<file path="config.mk">
export PLATFORM = sky130hd
export DESIGN_NAME = fetch_sequencer
export DESIGN_NICKNAME = d
export VERILOG_FILES = /design/src/rtl/nibbler_pkg.sv /design/src/rtl/branch_cond.sv /design/src/rtl/fetch_sequencer.sv
export SDC_FILE = /design/constraint.sdc
export NUM_CORES = 1
export LEC_CHECK = 0
export ABC_AREA = 1
export ABC_CLOCK_PERIOD_IN_PS = 1850
export BUFFER_PORTS_ARGS = -buffer_cell sky130_fd_sc_hd__buf_2
export CAP_MARGIN = 20
export CORE_MARGIN = 10
export CORE_UTILIZATION = 49
export DETAILED_ROUTE_END_ITERATION = 7
export HOLD_SLACK_MARGIN = 0.15
export PLACE_DENSITY = 0.89
export SYNTH_ARGS = -nofsm -noshare
export SYNTH_HDL_FRONTEND = slang
export SYNTH_SLANG_ARGS = --single-unit
</file>
<file path="constraint.sdc">
create_clock -name clk -period 1.85 [get_ports clk]
set_clock_uncertainty 0.1 [all_clocks]
set_input_delay 0.37 -clock clk [delete_from_list [all_inputs] [get_ports clk]]
set_output_delay 0.37 -clock clk [all_outputs]
set_load 0.005 [all_outputs]
</file>
<file path="src/rtl/nibbler_pkg.sv">
// Shared types for the nibbler fetch path: address width,
// opcode map and fetch FSM states.
package nibbler_pkg;

    localparam int ADDR_W = 12;

    typedef enum logic [3:0] {
        OP_JC   = 4'h0,
        OP_JNC  = 4'h1,
        OP_JZ   = 4'h2,
        OP_JNZ  = 4'h3,
        OP_JMP  = 4'h4,
        OP_GEN5 = 4'h5,
        OP_GEN6 = 4'h6,
        OP_GEN7 = 4'h7,
        OP_GEN8 = 4'h8,
        OP_GEN9 = 4'h9,
        OP_GENA = 4'hA,
        OP_GENB = 4'hB,
        OP_GENC = 4'hC,
        OP_GEND = 4'hD,
        OP_GENE = 4'hE,
        OP_GENF = 4'hF
    } opcode_t;

    typedef enum logic {
        FETCH1 = 1'b0,
        FETCH2 = 1'b1
    } fetch_state_t;

    function automatic logic is_jump(logic [3:0] op);
        return op <= 4'(OP_JMP);
    endfunction

endpackage

</file>
<file path="src/rtl/branch_cond.sv">
// Jump condition evaluation from the latched jump opcode
// and the live ALU flags.
module branch_cond
    import nibbler_pkg::*;
(
    input  logic [3:0] jop,
    input  logic       carry_flag,
    input  logic       zero_flag,
    output logic       taken
);

    opcode_t op;

    assign op = opcode_t'(jop);

    always_comb begin
        taken = 1'b0;
        unique case (1'b1)
            (op == OP_JC):  taken = carry_flag;
            (op == OP_JNC): taken = ~carry_flag;
            (op == OP_JZ):  taken = zero_flag;
            (op == OP_JNZ): taken = ~zero_flag;
            (op == OP_JMP): taken = 1'b1;
            default:        taken = 1'b0;
        endcase
    end

endmodule

</file>
<file path="src/rtl/fetch_sequencer.sv">
// Two-state instruction fetch sequencer: issues single-byte
// instructions and drives PC load/increment for two-byte jumps.
module fetch_sequencer
    import nibbler_pkg::*;
#(
    parameter int N = ADDR_W
) (
    input  logic         clk,
    input  logic         reset,
    input  logic [7:0]   rom_data,
    input  logic         carry_flag,
    input  logic         zero_flag,
    input  logic         stall,
    output logic         notLoadPC,
    output logic         incPC,
    output logic [N-1:0] loadAddress,
    output logic         instr_valid,
    output logic [3:0]   opcode,
    output logic [3:0]   operand
);

    fetch_state_t state;
    logic [3:0]   hi_nibble;
    logic [3:0]   jop;
    logic [3:0]   op_in;
    logic         taken;

    assign op_in = rom_data[7:4];

    branch_cond u_cond (
        .jop        (jop),
        .carry_flag (carry_flag),
        .zero_flag  (zero_flag),
        .taken      (taken)
    );

    assign loadAddress = N'({hi_nibble, rom_data});

    // Strobes are combinational so the PC acts on the same edge.
    always_comb begin
        incPC     = 1'b0;
        notLoadPC = 1'b1;
        if (!reset && !stall) begin
            if (state == FETCH1) begin
                incPC = 1'b1;
            end else if (taken) begin
                notLoadPC = 1'b0;
            end else begin
                incPC = 1'b1;
            end
        end
    end

    always_ff @(posedge clk or posedge reset) begin
        if (reset) begin
            state       <= FETCH1;
            hi_nibble   <= 4'h0;
            jop         <= 4'h0;
            instr_valid <= 1'b0;
            opcode      <= 4'h0;
            operand     <= 4'h0;
        end else if (stall) begin
            instr_valid <= 1'b0;
        end else begin
            unique case (state)
                FETCH1: begin
                    if (is_jump(op_in)) begin
                        jop         <= op_in;
                        hi_nibble   <= rom_data[3:0];
                        instr_valid <= 1'b0;
                        state       <= FETCH2;
                    end else begin
                        opcode      <= op_in;
                        operand     <= rom_data[3:0];
                        instr_valid <= 1'b1;
                    end
                end
                FETCH2: begin
                    instr_valid <= 1'b0;
                    state       <= FETCH1;
                end
                default: state <= FETCH1;
            endcase
        end
    end

endmodule

</file>
==> qor.yml <==
setup_viol: 0
max_cap_viol_count: 0
crit_path_max_fanout: 5
hp-class: "primary input to register"
syn_inst: 96
p_sw_share_pct: 30.6
clock_sinks: 18
dieArea_um2: 3840
pre_cts_ws_ns: 0.344
irDropWorstVdd_uv: 579
drive_gt1_share_pct: 42.1
grt_max_degree: 19
initial_core_util_pct: 51.1
wl_um: 1890
p_per_area_nw_per_um2: 917
setup.worst_path.class: "register to output port"
wl_per_cell_um: 13.2
worstSetupStartpointType: "register"
grt_pass1_wl_um: 3120
avgSynthCellArea_um2: 8.99
ys_types: 13
layout_commonest_cell: "buf_2"
fin_cells: 143
tightest_slew_ns: 0.658
ys_ff_latch: 18
cts_tree: "built"
p_seq_share_pct: 53.6
maxSlewViolCount: 0
antenna_found_initial: 0
fp.dieH_um: 62.0
fin_ws_ns: 0.151
internal_power_w: 0.000651
final.fill_count: 165
final_nets: 141
critPathArrivalTime_ns: 1.23
first_global_vias: 702
drtAntennaViolNets: 0
leakage_nw: 0.598
rows: 15
finalCritPeriodShare_pct: 91.9
antennaDiodeCount: 0
busiest_layer: "met2"
synth_warnings: 0
use_met2_pct: 18.3
place_inst: 138
track_usage_pct: 11.0
status: "completed"
mostFrequentLayoutCells: "buf_2, nand2_1, dfrtp_1"
drt_iter0_markers: 12
overflow: 0
cts_buffers: 3
cts_root_buffer: "clkbuf_4"
vias_per_cell: 4.81
clockBufferDepth: 2
comb_power_share_pct: 26.8
drc_errors: 0
rsz0062_at_grt: "no"
grtUsageMet1_pct: 12.1
cts_max_level: 1
vias: 688
final.setup.tns_ns: 0
firstDrtPassIters: 2
switchingPower_w: 0.000288
min_period_ns: 1.70
ys_seq_area_share_pct: 52.2
hpwl_um: 1530
chipWidth_um: 62.0
syn_nets: 109
core_area_um2: 1690
gp_congestion: 0.730
slew_headroom_pct: 56.1
met3_usage_pct: 3.66
syn2layout_area_growth_pct: 18.6
end_kind: "output port"
cp_data_required_time_ns: 1.38
top_level_ports: 36
clk_latency_ns: 0.28
clkTransAtPathRegs_ns: 0.09
io_buffers: 35
fmax_mhz: 588
p_clk_share_pct: 19.6
netlist_area_um2: 863
hold_viol_final: 0
-- cells by family (layout without fill, tap and decap cells) --
logic type             count (synthesis)  in the layout  synth area share, %
DFF                                   18             18                 52.2
buffers and inverters                 26             56                 16.5
AOI/OAI and AO/OA                     17             17                 13.8
and+or+nand+nor                       35             35                 17.5
-- power by group through the flow --
stage          logic (W)  clock network, W  registers (W)
2_1_floorplan   0.000145                 0       0.000513
3_3_place_gp    0.000232                 0       0.000508
3_5_place_dp    0.000243                 0       0.000511
4_1_cts         0.000245          0.000191       0.000504
5_1_grt         0.000289          0.000213       0.000512
6_report        0.000251          0.000184       0.000503
-- flip-flops by register name, summed over array words and instances, names as in the netlist --
| name | cells |
|---|---|
| instr_valid | 1 |
| operand | 4 |
| state | 1 |
| jop | 4 |
| opcode | 4 |
| hi_nibble | 4 |
-- worst paths after layout --
check / cells past startpoint / endpoint / from / slack, ns
worst min register to register: 2 / jop[2] / jop[2] / 0.39
worst min-delay path: 3 / hi_nibble[2] / rom_data[2] / 0.24
min in group asynchronous: 3 / jop[1] / reset / 0.62
worst max-delay path: 6 / incPC / jop[1] / 0.15
worst max register to register: 4 / jop[0] / state / 0.47
max in group asynchronous: 3 / opcode[2] / reset / 0.60
-- routing by layer --
metal	part of all wire [%]	vias up
met5	0	-
met4	1.4	0
met3	8.8	4
met2	49	22
met1	40	311
li1	-	351
-- synthesized netlist by cell type --
cell	count	area, um2
nand3_1	3	15.0
buf_4	8	60.1
nand3_2	1	10.0
nor2_4	1	11.3
a21oi_1	1	5.00
inv_1	16	60.1
nand2_1	26	97.6
nor2_1	3	11.3
nand2_2	1	6.26
o21ai_2	9	78.8
buf_6	2	22.5
dfrtp_1	18	450
o21ai_0	7	35.0
-- worst max-delay path, cell delays in order (launching register included) --
cell and delay (ns):
dfrtp_1 0.43, nand2_1 0.08, nand2_1 0.04, nand3_1 0.10, nand2_2 0.07, a21oi_2 0.11
buf_2 0.12
-- repair_timing --
action	CTS	global route
gates resized for setup	0	2
endpoints found under the setup margin	0	1
endpoints found under the hold margin	18	0
hold buffers	1	0
buffers inserted	0	1
-- area by class of cell --
cell class                      count  area (um2)  area share [%]
Inverter                           16        60.1            5.87
Timing Repair Buffer               37         193            18.8
Sequential cell                    18         450            44.0
Clock buffer                        3        22.5            2.20
Tap cell                           17        21.3            2.08
Multi-Input combinational cell     52         277            27.0
-- stage by stage --
step	power, W	instance area (um2)	util [%]	hold slack, ns
after global routing	0.00101	1020	60.6	0.245
after detailed placement	0.000754	977	57.9	0.365
after CTS	0.000941	1010	59.8	0.236
after global placement	0.000740	977	57.9	0.350
final	0.000939	1020	60.6	0.244
after floorplan	0.000657	863	-	0.209
Power figures use the tool's default switching activity.
